==> config.mk <==
export PLATFORM = sky130hd
export DESIGN_NAME = noc_route_sched
export DESIGN_NICKNAME = d
export VERILOG_FILES = /design/src/rtl/noc_pkg.sv /design/src/rtl/noc_rr_arb3.sv /design/src/rtl/noc_route_sched.sv
export SDC_FILE = /design/constraint.sdc
export NUM_CORES = 1
export LEC_CHECK = 0
export BUFFER_PORTS_ARGS = -buffer_cell sky130_fd_sc_hd__buf_2
export CAP_MARGIN = 25
export CORE_MARGIN = 3
export CORE_UTILIZATION = 55
export DETAILED_ROUTE_END_ITERATION = 8
export PLACE_DENSITY = 0.83
export SLEW_MARGIN = 20
export SYNTH_ARGS = -nofsm -noshare
export SYNTH_HDL_FRONTEND = slang
export SYNTH_HIERARCHICAL = 1
export SYNTH_SLANG_ARGS = --single-unit
==> constraint.sdc <==
create_clock -name clk -period 9.1 [get_ports clk]
set_input_delay 1.82 -clock clk [delete_from_list [all_inputs] [get_ports clk]]
set_output_delay 1.82 -clock clk [all_outputs]
set_load 0.01 [all_outputs]
==> src/rtl/noc_pkg.sv <==
// rtl/noc_pkg.sv - shared types and helpers for the tree-router scheduler
package noc_pkg;

    typedef enum logic [1:0] {
        SRC_P   = 2'd0,
        SRC_CH1 = 2'd1,
        SRC_CH2 = 2'd2
    } src_e;

    typedef enum logic [1:0] {
        IDLE   = 2'd0,
        DECODE = 2'd1,
        SEND   = 2'd2
    } state_e;

    // Widest packet / address the helper below can handle
    localparam int PKT_MAX  = 64;
    localparam int ADDR_MAX = 16;

    // Pull the receiver-address field out of a (zero-extended) packet
    function automatic logic [ADDR_MAX-1:0] get_rcv_addr(
        input logic [PKT_MAX-1:0] pkt,
        input int                 lsb,
        input int                 width
    );
        logic [PKT_MAX-1:0]  sh;
        logic [ADDR_MAX-1:0] a;
        sh = pkt >> lsb;
        a  = '0;
        for (int i = 0; i < ADDR_MAX; i++) begin
            if (i < width) begin
                a[i] = sh[i];
            end
        end
        return a;
    endfunction

    // Round-robin successor: parent -> ch1 -> ch2 -> parent
    function automatic src_e next_src(input src_e s);
        case (s)
            SRC_P:   return SRC_CH1;
            SRC_CH1: return SRC_CH2;
            default: return SRC_P;
        endcase
    endfunction

endpackage

==> src/rtl/noc_rr_arb3.sv <==
// rtl/noc_rr_arb3.sv - three-way round-robin arbiter starting at a pointer
module noc_rr_arb3
    import noc_pkg::*;
(
    input  logic [2:0] req,
    input  src_e       ptr,
    output logic [2:0] gnt
);

    // First requester at or after the pointer wins; result is one-hot or zero
    always_comb begin
        gnt = 3'b000;
        case (ptr)
            SRC_P: begin
                if (req[0])      gnt = 3'b001;
                else if (req[1]) gnt = 3'b010;
                else if (req[2]) gnt = 3'b100;
            end
            SRC_CH1: begin
                if (req[1])      gnt = 3'b010;
                else if (req[2]) gnt = 3'b100;
                else if (req[0]) gnt = 3'b001;
            end
            default: begin
                if (req[2])      gnt = 3'b100;
                else if (req[0]) gnt = 3'b001;
                else if (req[1]) gnt = 3'b010;
            end
        endcase
    end

endmodule

==> src/rtl/noc_route_sched.sv <==
// rtl/noc_route_sched.sv - round-robin scheduler and route engine for one tree router node
module noc_route_sched
    import noc_pkg::*;
#(
    parameter int ROUTER_ADD = 2,
    parameter int LEFT_MIN   = 1,
    parameter int RIGHT_MAX  = 13,
    parameter int WIDTH_PACK = 20,
    parameter int WIDTH_ADD  = 5,
    parameter int RCV_LSB    = 15,
    parameter int PACKDELAY  = 1
) (
    input  logic                  clk,
    input  logic                  rst,
    input  logic                  p_in_valid,
    input  logic                  ch1_in_valid,
    input  logic                  ch2_in_valid,
    input  logic [WIDTH_PACK-1:0] p_in_data,
    input  logic [WIDTH_PACK-1:0] ch1_in_data,
    input  logic [WIDTH_PACK-1:0] ch2_in_data,
    output logic                  p_in_ready,
    output logic                  ch1_in_ready,
    output logic                  ch2_in_ready,
    output logic                  p_out_valid,
    output logic                  ch1_out_valid,
    output logic                  ch2_out_valid,
    output logic [WIDTH_PACK-1:0] p_out_data,
    output logic [WIDTH_PACK-1:0] ch1_out_data,
    output logic [WIDTH_PACK-1:0] ch2_out_data,
    input  logic                  p_out_ready,
    input  logic                  ch1_out_ready,
    input  logic                  ch2_out_ready,
    output logic                  busy,
    output logic                  route_err,
    output logic [15:0]           fwd_count
);

    localparam logic [3:0] DLY_LOAD = (PACKDELAY > 0) ? 4'(PACKDELAY - 1) : 4'd0;
    localparam logic [ADDR_MAX-1:0] A_ROUTER = ADDR_MAX'(ROUTER_ADD);
    localparam logic [ADDR_MAX-1:0] A_LEFT   = ADDR_MAX'(LEFT_MIN);
    localparam logic [ADDR_MAX-1:0] A_RIGHT  = ADDR_MAX'(RIGHT_MAX);

    state_e                state;
    state_e                state_nxt;
    logic [3:0]            dly_cnt;
    src_e                  rr_ptr;
    src_e                  lat_src;
    src_e                  lat_dst;
    logic [WIDTH_PACK-1:0] lat_data;

    logic [2:0]            req;
    logic [2:0]            gnt;
    logic                  grant;
    logic                  load_send;
    logic                  handshake;
    src_e                  gnt_src;
    logic [WIDTH_PACK-1:0] gnt_data;

    src_e                  rt_src;
    logic [WIDTH_PACK-1:0] rt_data;
    logic [ADDR_MAX-1:0]   rcv;
    logic                  in_range;
    src_e                  rt_dst;
    logic                  rt_err;
    logic                  sel_ready;

    assign req = {ch2_in_valid, ch1_in_valid, p_in_valid};

    noc_rr_arb3 u_arb (
        .req (req),
        .ptr (rr_ptr),
        .gnt (gnt)
    );

    // Identify the granted source and its head packet
    always_comb begin
        gnt_src  = SRC_P;
        gnt_data = p_in_data;
        if (gnt[1]) begin
            gnt_src  = SRC_CH1;
            gnt_data = ch1_in_data;
        end else if (gnt[2]) begin
            gnt_src  = SRC_CH2;
            gnt_data = ch2_in_data;
        end
    end

    // Route decode: the packet being granted in IDLE, otherwise the latched one
    always_comb begin
        rt_src   = (state == IDLE) ? gnt_src  : lat_src;
        rt_data  = (state == IDLE) ? gnt_data : lat_data;
        rcv      = get_rcv_addr(PKT_MAX'(rt_data), RCV_LSB, WIDTH_ADD);
        in_range = (rcv >= A_LEFT) && (rcv <= A_RIGHT);
        rt_dst   = SRC_P;
        rt_err   = 1'b0;
        case (rt_src)
            SRC_P: begin
                rt_dst = (rcv > A_ROUTER) ? SRC_CH2 : SRC_CH1;
                rt_err = !in_range;
            end
            SRC_CH1: rt_dst = in_range ? SRC_CH2 : SRC_P;
            default: rt_dst = in_range ? SRC_CH1 : SRC_P;
        endcase
    end

    // Only the port selected for the current packet can complete the handshake
    always_comb begin
        case (lat_dst)
            SRC_P:   sel_ready = p_out_valid   & p_out_ready;
            SRC_CH1: sel_ready = ch1_out_valid & ch1_out_ready;
            default: sel_ready = ch2_out_valid & ch2_out_ready;
        endcase
    end

    // State register
    always_ff @(posedge clk) begin
        if (rst) begin
            state <= IDLE;
        end else begin
            state <= state_nxt;
        end
    end

    // Next-state logic and per-cycle strobes
    always_comb begin
        state_nxt = state;
        grant     = 1'b0;
        load_send = 1'b0;
        handshake = 1'b0;
        case (state)
            IDLE: begin
                if ((|gnt) && !rst) begin
                    grant = 1'b1;
                    if (PACKDELAY == 0) begin
                        state_nxt = SEND;
                        load_send = 1'b1;
                    end else begin
                        state_nxt = DECODE;
                    end
                end
            end
            DECODE: begin
                if (dly_cnt == 4'd0) begin
                    state_nxt = SEND;
                    load_send = 1'b1;
                end
            end
            SEND: begin
                if (sel_ready) begin
                    state_nxt = IDLE;
                    handshake = 1'b1;
                end
            end
            default: state_nxt = IDLE;
        endcase
    end

    assign p_in_ready   = grant & gnt[0];
    assign ch1_in_ready = grant & gnt[1];
    assign ch2_in_ready = grant & gnt[2];
    assign busy         = (state != IDLE);

    // Packet latch, delay counter, output registers, pointer and counter
    always_ff @(posedge clk) begin
        if (rst) begin
            dly_cnt       <= 4'd0;
            rr_ptr        <= SRC_P;
            lat_src       <= SRC_P;
            lat_dst       <= SRC_P;
            lat_data      <= '0;
            p_out_valid   <= 1'b0;
            ch1_out_valid <= 1'b0;
            ch2_out_valid <= 1'b0;
            p_out_data    <= '0;
            ch1_out_data  <= '0;
            ch2_out_data  <= '0;
            route_err     <= 1'b0;
            fwd_count     <= 16'd0;
        end else begin
            route_err <= 1'b0;
            if (grant) begin
                lat_data  <= gnt_data;
                lat_src   <= gnt_src;
                lat_dst   <= rt_dst;
                dly_cnt   <= DLY_LOAD;
                route_err <= rt_err;
            end else if ((state == DECODE) && (dly_cnt != 4'd0)) begin
                dly_cnt <= dly_cnt - 4'd1;
            end
            if (load_send) begin
                case (rt_dst)
                    SRC_P: begin
                        p_out_valid <= 1'b1;
                        p_out_data  <= rt_data;
                    end
                    SRC_CH1: begin
                        ch1_out_valid <= 1'b1;
                        ch1_out_data  <= rt_data;
                    end
                    default: begin
                        ch2_out_valid <= 1'b1;
                        ch2_out_data  <= rt_data;
                    end
                endcase
            end
            if (handshake) begin
                p_out_valid   <= 1'b0;
                ch1_out_valid <= 1'b0;
                ch2_out_valid <= 1'b0;
                rr_ptr        <= next_src(lat_src);
                if (fwd_count != 16'hFFFF) begin
                    fwd_count <= fwd_count + 16'd1;
                end
            end
        end
    end

endmodule

Word-level counts from Yosys, hierarchy flattened
Index checks and enable logic that the tools add are counted.
{ "totals": {"inputBits": 68, "elab_cells": 95, "ff_bits": 112} }
{ "classes": {"n_eq_ne": 11, "n_reduce_logical": 24, "bitwise_logic": 9, "add_sub_neg": 2, "muxes": 32, "order_cmp": 3} }
{ "ops": {"columns": ["op", "count"], "rows": [
  ["two-way mux 20 bit", 3],
  ["two-way mux 3 bit", 7],
  ["two-way mux 2 bit", 9],
  ["adder 16 x 1 -> 16 bit (second input constant)", 1],
  ["!= test 16 bit (second input constant)", 1],
  ["equality test 2 x 1 -> 1 bit (second input constant)", 6],
  ["zero test 2 bit", 6],
  ["two-way mux 1 bit", 8],
  ["one-hot mux 2 bit (2 select lines)", 2],
  ["AND reduction 2 bit", 4],
  ["bitwise AND 1 bit", 6],
  ["one-hot mux 2 bit (3 select lines)", 1],
  ["one-hot mux 3 bit (2 select lines)", 1],
  ["OR reduction 2 bit", 3],
  ["OR reduction 3 bit", 2],
  [">= comparator 5 x 1 -> 1 bit (second input constant)", 1],
  ["greater-than comparator 5 x 2 -> 1 bit (second input constant)", 1],
  ["less-or-equal comparator 5 x 4 -> 1 bit (second input constant)", 1],
  ["zero test 4 bit", 1],
  ["!= test 2 bit (second input constant)", 2],
  ["nonzero test 4 bit", 1],
  ["subtractor 4 x 1 -> 4 bit (second input constant)", 1],
  ["logical AND 1 bit", 3],
  ["NOT 1 bit", 3],
  ["6 further kinds", 7]
]} }

Longest topological paths before layout
{ "depth": {"ltp_word": 15, "depth_mapped": 11} }

Cells and area by module
The synthesis kept the hierarchy.
{ "modules_own_cells": {"columns": ["mod", "area_each_um2", "cells_each", "seq_area_each_um2", "n_inst"], "rows": [
  ["noc_route_sched", 5484.0, 633, 2242.2, 1],
  ["noc_rr_arb3", 58.8, 10, 0.0, 1]
]} }

Worst setup path before layout
Ideal clock, no wire load.
{ "synth_timing": {"path_type": "input-to-output", "startpoint": "input ch1_in_valid", "endpoint": "output p_in_ready", "stages": 7, "n_path_buf": 2, "path_slack_ns": 3.707, "t_required_ns": 7.280, "arrival_ns": 3.573, "cell_sequence": "inv_1 > o32ai_1 > buf_2 > nor3_1 > nor3_1 > clkbuf_1 > and2_1"} }
{ "synth_via": {"elab_chain_len": 9} }
{ "synth_lines": {"columns": ["item", "line", "text"], "rows": [
  ["start: declaration", "noc_route_sched.sv:16", "input logic ch1_in_valid,"],
  ["two-way mux 2 bit", "noc_rr_arb3.sv:27", "else if (req[1]) gnt = 3'b010;"],
  ["two-way mux 3 bit", "noc_rr_arb3.sv:26", "else if (req[0]) gnt = 3'b001;"],
  ["two-way mux 3 bit", "noc_rr_arb3.sv:25", "if (req[2]) gnt = 3'b100;"],
  ["one-hot mux 3 bit (2 select lines) (*)", "noc_rr_arb3.sv:13", "case (ptr)"],
  ["via gnt[1]", "noc_route_sched.sv:52", "logic [2:0] gnt;"],
  ["OR reduction 3 bit (*)", "noc_route_sched.sv:132", "if ((|gnt) && !rst) begin"],
  ["logical AND 1 bit (*)", "noc_route_sched.sv:132", null],
  ["two-way mux 1 bit (*)", "noc_route_sched.sv:132", null],
  ["two-way mux 1 bit (*)", "noc_route_sched.sv:130", "case (state)"],
  ["bitwise AND 1 bit (*)", "noc_route_sched.sv:158", "assign p_in_ready = grant & gnt[0];"],
  ["end: declaration", "noc_route_sched.sv:21", "output logic p_in_ready,"]
]} }
The timed path passes the listed nets; every way through them passes the cells marked *.

Final worst setup path
{ "layout_timing": {"startpoint": "input p_in_valid", "endpoint": "output ch2_in_ready"} }
{ "layout_rtl": {"columns": ["item", "line", "text"], "rows": [
  ["start: declaration", "noc_route_sched.sv:15", "input logic p_in_valid,"],
  ["two-way mux 3 bit", "noc_rr_arb3.sv:26", null],
  ["two-way mux 3 bit", "noc_rr_arb3.sv:25", null],
  ["one-hot mux 3 bit (2 select lines) (*)", "noc_rr_arb3.sv:13", null],
  ["via gnt[1]", "noc_route_sched.sv:52", null],
  ["OR reduction 3 bit (*)", "noc_route_sched.sv:132", null],
  ["logical AND 1 bit (*)", "noc_route_sched.sv:132", null],
  ["two-way mux 1 bit (*)", "noc_route_sched.sv:132", null],
  ["two-way mux 1 bit (*)", "noc_route_sched.sv:130", null],
  ["bitwise AND 1 bit (*)", "noc_route_sched.sv:160", "assign ch2_in_ready = grant & gnt[2];"],
  ["end: declaration", "noc_route_sched.sv:23", "output logic ch2_in_ready,"]
]} }
Marks and branches as above.

==> results.txt <==
Share of layout cells above drive strength 1 - 0.282
Die W - 106 um
Flip-flop and latch count after synthesis - 112
Synth-to-Final Area Change - 18.3%
Worst Path Arrival - 3720 ps
Fin. max-slew vios - 0
Core area - 9770 sq um
Mapped Nets - 713
Peak supply drop - 85.8 uV
WP data required - 7280 ps
Clock Skews - 6.72 ps
Final Hold Vio Count - 0
# rows - 36
Commonest non-fill, non-tap cell in the layout - buf_2
DR iter-0 viols - 281
Max H-tree Level - 3
# IOs - 152
Clock tree sinks - 112
Minimum clock period - 5540 ps
Internal power - 766 uW
Max-Cap Viols - 0
Startpoint types - input pin
Antenna Cells - 0
Post-DP Area - 6340 sq um
TNS Setup - 0 ps
Total track usage - 0.248
CTS buffer count - 9
Clk_lat worst skew - 370 ps
Cell area after layout - 6560 sq um
Vias in the first global route - 4679
Die ar. - 11300 sq um
Mean Syn Cell Area - 8.62 sq um
Initial core utilization - 0.567
Leakage Power - 0.00277 uW
Netlist cell types - 61
PortBufs - 151
Max Clock Freq - 181 MHz
Post-CTS Setup Inserts - 0
P per Cell Area - 174 nW/um^2
Total gr overflow - 0
Power, Total - 1140 uW
Cell taking the most area after synthesis - dfxtp_1
Hold WC Path Type - reg2reg
Mapped Cells - 643
Clock root buffer - clkbuf_8
RSZ-0062 raised after global routing - no
Async SR Flop Fraction - 0
Clk buf depth - 2
Clk network pwr share - 0.251
Synth top area share - 0.405
Chip Height - 106 um
Commonest cells after routing, fill and taps aside - 150 x buf_2, 112 x dfxtp_1, 103 x nand2_1, 47 x o21ai_0, 38 x nor2_1
Top_reg_cell synth - dfxtp_1
Psw - 376 uW
CTS tree - done
Final Util - 0.671
Antenna violations before repair - 0
DP HPWL - 9960 um
Largest net degree at the start of global routing - 130
# hold bufs at CTS - 0
Final Setup Violations - 0
Slack of the worst reg-to-reg path - 5610 ps
Combinational group share of total power - 0.255
EDFF count, synth - 0
Remaining antenna violation count - 0
DRC Markers - 0
Vias/cell - 5.46
Post-cts resize count - 0
Slew @ Worst Pin - 853 ps
Synthesis warning total - 6
Register area share after synthesis - 0.405
Dpl cells - 889
DR pass1 iterations - 4
Switch share - 0.329
Kind of critical path - in2out
Largest cells by area after synthesis - dfxtp_1 40%, nand2_1 7.0%, o21ai_0 4.2%, mux2i_1 4.0%, nand2b_1 3.0%
Routed WL - 14000 um
Reg clk slew, reported paths - 100 ps
Worst-path fanout max - 50
Crit share post-route - 0.609
Final Non-Filler Cells - 907
GPL Wtd Cong - 0.847
Routed length per instance - 15.5 um
Seq pwr share - 0.494
Worst rel slew slack - 0.427
First-pass GRT wire length - 22700 um
Status - complete, no violations
Worst setup EP type - primary output
Final nets - 839
Cell area after synthesis - 5540 sq um
DR vias - 4955
## kinds of logic (layout without fill, tap and decap cells)
| group | count (synthesis) | count (layout) | synth area share |
|---|---|---|---|
| AOI/OAI and AO/OA | 130 | 130 | 0.157 |
| and+or+nand+nor | 267 | 267 | 0.255 |
| muxes | 47 | 47 | 0.0966 |
| xor gates and xnor gates | 18 | 18 | 0.0284 |
| DFF | 112 | 112 | 0.405 |
| buffers and inverters | 67 | 198 | 0.0539 |
| adders and majority gates | 2 | 2 | 0.00451 |
## cell type report
cell class / instances / area, sq um
clock buffer: 12 / 155
clock inverter: 4 / 33.8
fill: 822 / 3220
inverter: 23 / 86.3
multi-input combinational: 464 / 3040
sequential: 112 / 2240
tap: 133 / 166
timing repair buffer: 159 / 833
## stage by stage
step,setup slack [ps],hold WS (ps)
final,3560,465
after global routing,3380,489
after CTS,3570,464
after detailed placement,3620,450
after global placement,3690,443
after floorplan,3710,437
## power groups by stage
stage | registers [uW] | logic [uW] | clock network, uW
6_report | 564 | 292 | 287
5_1_grt | 570 | 321 | 313
4_1_cts | 564 | 288 | 291
3_5_place_dp | 575 | 286 | 0
3_3_place_gp | 573 | 279 | 0
2_1_floorplan | 574 | 201 | 0
## synthesized netlist by cell type (14+ instances only)
master and n:
mux2i_1 22, inv_1 23, nand3b_1 17, dfxtp_1 112
o41ai_1 15, nor2b_1 25, mux2_2 14, nand2b_1 27
a21oi_1 26, nand2_1 103, clkbuf_1 27, o21ai_0 47
nor2_1 38
## path summary, 6_finish.rpt
kind                                               start                             to  cells past startpoint
worst max-delay path                          p_in_valid                   ch2_in_ready                      9
worst min-delay path            lat_data[4]$_SDFFE_PP0P_       lat_data[4]$_SDFFE_PP0P_                      2
worst max register to register    rr_ptr[0]$_SDFFE_PP0P_  ch1_out_data[18]$_SDFFE_PP0P_                     10
worst min register to register  lat_data[4]$_SDFFE_PP0P_       lat_data[4]$_SDFFE_PP0P_                      2
## per-layer routing
| metal | wire length, um | track usage | vias to the layer above |
|---|---|---|---|
| met5 | 0 | 0 | - |
| met2 | 6950 | 0.422 | 159 |
| met1 | 6010 | 0.317 | 2308 |
| li1 | - | - | 2467 |
| met3 | 843 | 0.0510 | 21 |
| met4 | 239 | 0.0731 | 0 |
## state kept, by name, indices dropped and copies added, names as in the netlist
name / count
ch1_out_data: 20
ch1_out_valid: 1
ch2_out_data: 20
ch2_out_valid: 1
dly_cnt: 4
fwd_count: 16
lat_data: 20
lat_dst: 2
lat_src: 2
p_out_data: 20
p_out_valid: 1
route_err: 1
rr_ptr: 2
state: 2
## worst max-delay path: stages
cell     delay [ps]
buf_2           130
nor2b_1         170
o32ai_4         120
buf_4           430
nor3_1          150
nor3_2          300
buf_4           320
and2_1          160
buf_2           130
No activity file was read; power rests on OpenSTA's default activity.
